**config.mk**
```make
export PLATFORM = sky130hd
export DESIGN_NAME = onchip_mem_byte_loader
export DESIGN_NICKNAME = d
export VERILOG_FILES = /design/src/rtl/onchip_mem_byte_loader.sv
export SDC_FILE = /design/constraint.sdc
export NUM_CORES = 1
export LEC_CHECK = 0
export ABC_AREA = 1
export CELL_PAD_IN_SITES_DETAIL_PLACEMENT = 0
export CELL_PAD_IN_SITES_GLOBAL_PLACEMENT = 2
export CORE_ASPECT_RATIO = 2
export CORE_MARGIN = 2
export CORE_UTILIZATION = 29
export CTS_CLUSTER_SIZE = 30
export DETAILED_ROUTE_END_ITERATION = 10
export PLACE_DENSITY_LB_ADDON = 0.2
export SYNTH_ARGS = -nofsm -noshare
export SYNTH_HDL_FRONTEND = slang
export SYNTH_SLANG_ARGS = --single-unit
```
**constraint.sdc**
```tcl
create_clock -name clk -period 3.78 [get_ports clk]
set_input_delay 1.134 -clock clk [delete_from_list [all_inputs] [get_ports clk]]
set_output_delay 1.134 -clock clk [all_outputs]
set_load 0.02 [all_outputs]
```
**src/rtl/onchip_mem_byte_loader.sv**
```systemverilog
// Byte-stream loader for the 1024x32 on-chip RAM.
// Packs bytes little-endian into words and writes them from base_addr.
// Ports: clk, reset (sync, high), start, base_addr, in_* (byte stream),
// RAM write port (address..clken), busy, done, word_count, wrapped.
module onchip_mem_byte_loader #(
  parameter int ADDR_W = 10
) (
  input  logic              clk,
  input  logic              reset,
  input  logic              start,
  input  logic [ADDR_W-1:0] base_addr,
  input  logic [7:0]        in_data,
  input  logic              in_valid,
  input  logic              in_last,
  output logic              in_ready,
  output logic [ADDR_W-1:0] address,
  output logic [3:0]        byteenable,
  output logic              chipselect,
  output logic              write,
  output logic [31:0]       writedata,
  output logic              clken,
  output logic              busy,
  output logic              done,
  output logic [ADDR_W:0]   word_count,
  output logic              wrapped
);

  typedef enum logic [1:0] {
    IDLE, PACK, WRITE, DONE
  } state_t;

  localparam logic [ADDR_W-1:0] ADDR_MAX = {ADDR_W{1'b1}};
  localparam logic [ADDR_W:0]   CNT_MAX  = {1'b1, {ADDR_W{1'b0}}};

  state_t            state_q, state_d;
  logic [ADDR_W-1:0] addr_q, addr_d;
  logic [ADDR_W-1:0] hold_q, hold_d;
  logic [31:0]       lane_q, lane_d;
  logic [3:0]        mask_q, mask_d;
  logic [1:0]        idx_q, idx_d;
  logic              last_q, last_d;
  logic [ADDR_W:0]   cnt_q, cnt_d;
  logic              wrap_q, wrap_d;
  logic              accept;

  assign accept = (state_q == PACK) && in_valid;

  always_ff @(posedge clk) begin
    if (reset) begin
      state_q <= IDLE;
      addr_q  <= '0;
      hold_q  <= '0;
      lane_q  <= '0;
      mask_q  <= '0;
      idx_q   <= '0;
      last_q  <= 1'b0;
      cnt_q   <= '0;
      wrap_q  <= 1'b0;
    end else begin
      state_q <= state_d;
      addr_q  <= addr_d;
      hold_q  <= hold_d;
      lane_q  <= lane_d;
      mask_q  <= mask_d;
      idx_q   <= idx_d;
      last_q  <= last_d;
      cnt_q   <= cnt_d;
      wrap_q  <= wrap_d;
    end
  end

  always_comb begin
    state_d = state_q;
    unique case (state_q)
      IDLE:  if (start) state_d = PACK;
      PACK: begin
        if (accept && (idx_q == 2'd3 || in_last))
          state_d = WRITE;
      end
      WRITE: state_d = last_q ? DONE : PACK;
      DONE:  state_d = IDLE;
      default: state_d = IDLE;
    endcase
  end

  always_comb begin
    addr_d = addr_q;
    hold_d = hold_q;
    lane_d = lane_q;
    mask_d = mask_q;
    idx_d  = idx_q;
    last_d = last_q;
    cnt_d  = cnt_q;
    wrap_d = wrap_q;
    unique case (state_q)
      IDLE: begin
        if (start) begin
          addr_d = base_addr;
          lane_d = '0;
          mask_d = '0;
          idx_d  = '0;
          last_d = 1'b0;
          cnt_d  = '0;
          wrap_d = 1'b0;
        end
      end
      PACK: begin
        if (accept) begin
          lane_d[{idx_q, 3'b000} +: 8] = in_data;
          mask_d[idx_q] = 1'b1;
          last_d = in_last;
          // Index stays put on the word-closing byte; WRITE clears it.
          if (idx_q != 2'd3 && !in_last)
            idx_d = idx_q + 2'd1;
        end
      end
      WRITE: begin
        // Keep the written address visible after the strobe.
        hold_d = addr_q;
        addr_d = addr_q + 1'b1;
        if (addr_q == ADDR_MAX) wrap_d = 1'b1;
        if (cnt_q != CNT_MAX) cnt_d = cnt_q + 1'b1;
        lane_d = '0;
        mask_d = '0;
        idx_d  = '0;
      end
      default: ;
    endcase
  end

  always_comb begin
    in_ready   = 1'b0;
    chipselect = 1'b0;
    write      = 1'b0;
    byteenable = '0;
    writedata  = '0;
    address    = hold_q;
    busy       = 1'b0;
    done       = 1'b0;
    clken      = 1'b1;
    word_count = cnt_q;
    wrapped    = wrap_q;
    unique case (state_q)
      PACK: begin
        in_ready = 1'b1;
        busy     = 1'b1;
      end
      WRITE: begin
        chipselect = 1'b1;
        write      = 1'b1;
        byteenable = mask_q;
        writedata  = lane_q;
        address    = addr_q;
        busy       = 1'b1;
      end
      DONE: done = 1'b1;
      default: ;
    endcase
  end

endmodule

```
==> qor.csv, run 1 <==
metric;value;unit
status;completed;
met3_length;439;µm
io_pins;87;
postSynth.asyncResetShare;0;%
yosysWarnings;0;
die_w;85.18;µm
dr_wl_met2;6484;µm
crit_path_max_incr_delay;620;ps
drtIter0Drc;118;
crit_chain;inv_1 > ha_2 > inv_4 > or2_2 > inv_1 > a21oi_1 > clkdlybuf4s50_1;
ctsResizeCount;0;
fin_hold_ws;447.9;ps
fmax;295.7;MHz
p_int;1876;µW
final_cell_mix;nand2_1 (166), clkdlybuf4s50_1 (85), inv_1 (73), dfxtp_1 (73), nor2_1 (65);
avgRoutedWirePerCell;14.02;µm
worstSetupStartpointType;flop;
netlist_instances;578;
viasPerCell;4.713;
crit_type;flop to primary output;
cp_max_fo;26;
gp_congestion;0.7875;
syn_avg_cell_area;6.613;µm²
die_h;166.4;µm
maxCapViolations;0;
cts-root-buf;clkbuf_16;
multi_input_area;0.001953;mm²
pwr-share-seq;32.4;%
peakVddDrop;0.0003026;V
ys.flop_type;dfxtp_1;
fin_crit_sh;89.48;%
power.density;637.7;mW/mm²
combPwrFrac;41.0;%
fillers;1419;
initial_core_util;29.59;%
synth_cell_type_count;35;
relSlewSlack;63.80;%
grt_setup_unrepaired;no;
cp_common_cell;inv_1;
slowest_stage;clkdlybuf4s50_1;
diodes;0;
grt_pass1_wl;18760;µm
clk_pin_slew;60;ps
place.detailed.hpwl;8525;µm
rows;59;
dieArea;0.01417;mm²
grt_antenna_before_repair;0;
cts_tree;yes;
crit_arrival;2250;ps
finalNetCount;693;
synth_seq_cells;73;
tightest_slew;542.3;ps
layout_commonest_cell;nand2_1;
ys_seq_area_share;38.23;%
cts_buffers;9;
synth_area;0.003822;mm²
port_buffers;85;
htreeDepth;3;
fin_crit;3382;ps
drive_above_1_share;5.159;%
drc;0;
gr-usage-all-layers;16.76;%
core_area;0.01292;mm²
setup_viol;0;
hold_buffers;0;
hold_path_class;flop to flop;
drv_slew;0;
swShare;42.09;%
power_frac_clock;26.6;%
syn_nets;617;
syn_to_final_growth;32.93;%
wirelength;11370;µm
met1_length;4238;µm
grt_pass1_vias;3870;
vias;3822;
critPathCaptureType;primary output;
overflow;0;
finalHoldViolCount;0;
clkLatencyLatePin;340;ps
worst_ep_required_time;2650;ps
ant_nets;0;
drt_first_pass_iters;4;
cts_setup_buffers;0;
register_area;0.001461;mm²
highest_layer;met4;
clock_sinks;73;
synth-edff-count;0;
leakagePower;0.002199;µW
fin_skew;9.052;ps
grt_start_max_net_pins;43;
cts.path.max_buffers;2;
p_sw;1364;µW
setup-tns-final;0;ps
[flip-flops by register name, indices dropped and copies added (netlist names)]
name and count:
state_q 2, word_count 11, wrapped 1, mask_q 4, idx_q 2, hold_q 10
last_q 1, lane_q 32, addr_q 10
[Yosys cell counts (4+ instances only)]
cell	count	share of area, %
nand4_1	6	0.98
inv_1	73	7.2
clkbuf_1	16	1.6
a21oi_1	62	8.1
nand3_1	20	2.6
nand2_1	166	16
ha_1	16	5.2
nor2_1	65	6.4
a211oi_1	5	0.98
nor3_1	7	0.92
o21ai_0	27	3.5
dfxtp_1	73	38
o21ai_2	4	0.92
a31oi_1	4	0.65
[path summary, 6_finish.rpt]
kind,cells after the start,slack [ps],endpoint,start
worst max register to register,8,1550,word_count[6],state_q[0]
worst min-delay path,2,450,wrapped,wrapped
worst max-delay path,7,400,address[6],state_q[0]
worst min register to register,2,450,wrapped,wrapped
[layer usage]
metal	up-vias	GRT usage, %
met4	0	6.418
met1	1739	16.81
li1	1976	-
met3	14	3.877
met2	93	32.17
met5	-	0
[power groups by stage]
stage                     Combinational [µW]  Clock (µW)  Sequential (µW)
after floorplan                          973           0             1020
after global placement                  1340           0             1060
after detailed placement                1360           0             1070
after CTS                               1360         896             1050
after global routing                    1510         923             1070
final                                   1330         861             1050
[kinds of logic after synthesis]
family / after synthesis / synth area share [%]
other: 1 / 0.09811
adders and majority gates: 16 / 5.237
xor gates and xnor gates: 2 / 0.4583
buffers and inverters: 102 / 10.74
DFF: 73 / 38.23
and+or+nand+nor: 272 / 28.77
AOI/OAI and AO/OA: 112 / 16.46
[critical path, delay by kind of cell, from the launching register on]
family | cells | cell delay, ps
buffers and inverters | 4 | 1010
AND/OR/NAND/NOR | 1 | 180
flip-flops | 1 | 390
AO/OA/AOI/OAI | 1 | 110
adder cells (fa/ha/maj) | 1 | 220
[per-stage QoR]
stage	std cells	instance area, µm²	total power (µW)	utilization (%)	setup slack (ps)
2_1_floorplan	578	3822	1989	-	955.5
3_3_place_gp	795	4783	2406	37.03	787.3
3_5_place_dp	795	4783	2424	37.03	730.6
4_1_cts	811	5081	3308	39.33	358.0
5_1_grt	811	5081	3506	39.33	243.4
6_report	811	5081	3240	39.33	397.7
[layout make-up]
cell class / instances / share of cell area, %
inverter: 78 / 5.861
multi-input combinational: 403 / 38.44
tap: 152 / 3.743
sequential: 73 / 28.76
clock inverter: 4 / 1.010
timing repair buffer: 89 / 17.34
clock buffer: 12 / 4.851
Note: power is estimated with default switching activity, not from simulation.
==> inputs of run 2 (changes only) <==
- CORE_UTILIZATION: 29 -> 27
- REMOVE_ABC_BUFFERS: default -> 1
- clock period: 3.78 -> 3.8 ns (I/O delays scaled with it)
==> run 2 against run 1 <==
  * First-iteration DRC count is 28% lower
  * Sequential share of layout area shrank 0.27 points
  * Via count is 1.0% lower
  * Design area up 0.96%
  * Highest routed layer unchanged
==> qor.csv, run 2 (synthesized netlist as in run 1, its figures left out) <==
metric;value;unit;change
grt_setup_unrepaired;no;;
power.density;633.2;mW/mm²;-0.70%
crit_path_max_incr_delay;610;ps;about the same
drv_slew;0;;unchanged
grt_antenna_before_repair;0;;unchanged
leakagePower;0.002205;µW;+0.27%
vias;3783;;-1.0%
cp_max_fo;39;;+50%
clock_sinks;73;;unchanged
grt_start_max_net_pins;43;;unchanged
crit_chain;inv_1 > ha_2 > buf_6 > nand2_1 > nand2_1 > clkdlybuf4s50_1;;
fillers;1563;;+10%
fin_crit;3490;ps;
status;completed;;
diodes;0;;unchanged
cts_buffers;9;;unchanged
die_h;172.3;µm;+3.6%
fin_hold_ws;463.5;ps;+15.66 ps
port_buffers;85;;unchanged
combPwrFrac;41.3;%;+0.3 points
overflow;0;;unchanged
drtIter0Drc;85;;-28%
fin_crit_sh;91.84;%;
die_w;88.14;µm;+3.5%
worstSetupStartpointType;flop;;
hold_path_class;flop to flop;;
critPathCaptureType;primary output;;
cts_setup_buffers;0;;unchanged
cts.path.max_buffers;2;;unchanged
p_sw;1369;µW;+0.38%
tightest_slew;553.5;ps;+11.24 ps
power;3248;µW;+0.26%
grt_pass1_wl;18980;µm;+1.2%
largest_register;lane_q;;
dieArea;0.01518;mm²;+7.1%
p_int;1879;µW;+0.17%
clkLatencyLatePin;330;ps;about the same
gp_congestion;0.7917;;+0.53%
setup_viol;0;;unchanged
fmax;286.6;MHz;
drive_above_1_share;5.167;%;+0.0078 points
io_pins;87;;unchanged
pwr-share-seq;32.3;%;about the same
grt_pass1_vias;3841;;-0.75%
gr-usage-all-layers;16.23;%;-0.53 points
slowest_stage;clkdlybuf4s50_1;;
relSlewSlack;63.05;%;-0.75 points
initial_core_util;27.52;%;-2.1 points
layout_commonest_cell;nand2_1;;
drt_first_pass_iters;4;;unchanged
clk_pin_slew;60;ps;about the same
power_frac_clock;26.4;%;-0.2 points
viasPerCell;4.466;;-5.2%
cp_common_cell;nand2_1;;
syn_to_final_growth;34.21;%;
place.detailed.hpwl;8762;µm;+2.8%
fin_skew;4.986;ps;-4.066 ps
final_cell_mix;nand2_1 (166), clkdlybuf4s50_1 (85), inv_1 (73), dfxtp_1 (73), nor2_1 (65);;
ant_nets;0;;unchanged
crit_type;flop to primary output;;
hold_buffers;0;;unchanged
crit_arrival;2350;ps;+100 ps
core_area;0.01389;mm²;+7.5%
drc;0;;unchanged
finalHoldViolCount;0;;unchanged
rows;61;;+3.4%
finalNetCount;693;;unchanged
htreeDepth;3;;unchanged
wirelength;11610;µm;+2.1%
cts-root-buf;clkbuf_16;;
swShare;42.14;%;+0.051 points
worst_ep_required_time;2660;ps;about the same
avgRoutedWirePerCell;13.70;µm;-2.2%
cts_tree;yes;;
maxCapViolations;0;;unchanged
peakVddDrop;0.0002432;V;-20%
largest_reg_flops;32;;unchanged
[run 2: cell count changes in the layout (fill, tap and decap cells not counted)]
| cell | change |
|---|---|
| clkbuf_1 | -1 |
| clkinv_2 | +1 |
| buf_6 | +1 |
| inv_6 | -1 |
| buf_4 | -1 |
| clkinvlp_4 | -1 |
| clkbuf_8 | +1 |
[run 2: critical path: cells and delay by family, from the launching register on]
family	cells	cell delay, ps
DFF	1	340
adders and majority gates	1	360
and+or+nand+nor	2	250
buffers and inverters	3	1060
[run 2: final timing paths]
kind	start	cells after the start	slack, ps	to
worst max-delay path	state_q[0]	6	310	address[4]
worst min-delay path	lane_q[30]	2	460	lane_q[30]
worst max register to register	state_q[0]	9	1330	word_count[10]
worst min register to register	lane_q[30]	2	460	lane_q[30]
[run 2: final cells by class]
type                       instances  area [µm²]  area share, %
clock inverter                     3       40.04         0.7805
multi-input combinational        403        1953          38.07
sequential                        73        1461          28.49
clock buffer                      12       256.5          5.000
tap                              189       236.5          4.610
timing repair buffer              89       884.6          17.24
inverter                          78       297.8          5.805
[run 2: per-layer routing]
| metal | global-route usage [%] | wire [µm] |
|---|---|---|
| met5 | 0 | 0 |
| met2 | 31.26 | 6494 |
| met3 | 2.959 | 401 |
| met1 | 16.84 | 4465 |
| met4 | 6.061 | 246 |
[run 2: power groups by stage]
| stage | registers, µW | clock network, µW | logic [µW] |
|---|---|---|---|
| after floorplan | 1020 | 0 | 906 |
| after global placement | 1060 | 0 | 1350 |
| after detailed placement | 1070 | 0 | 1360 |
| after CTS | 1050 | 889 | 1370 |
| after global routing | 1070 | 923 | 1520 |
| final | 1050 | 858 | 1340 |
[run 2: what timing repair did]
| item | in CTS | in global routing |
|---|---|---|
| gates resized for setup | 0 | 1 |
| hold endpoints to repair | 0 | 0 |
| endpoints found under the setup margin | 0 | 1 |
[run 2: through the flow]
step                util [%]  setup WS (ps)  TNS [ps]  cells  cell area, µm²
global route           36.93          119.6         0    847            5130
global placement       34.77          561.9         0    832            4830
CTS                    36.90          120.8         0    847            5126
floorplan                  -         -34.57    -34.57    554            3710
finish                 36.93          310.2         0    847            5130
detailed placement     34.77          479.2         0    832            4830
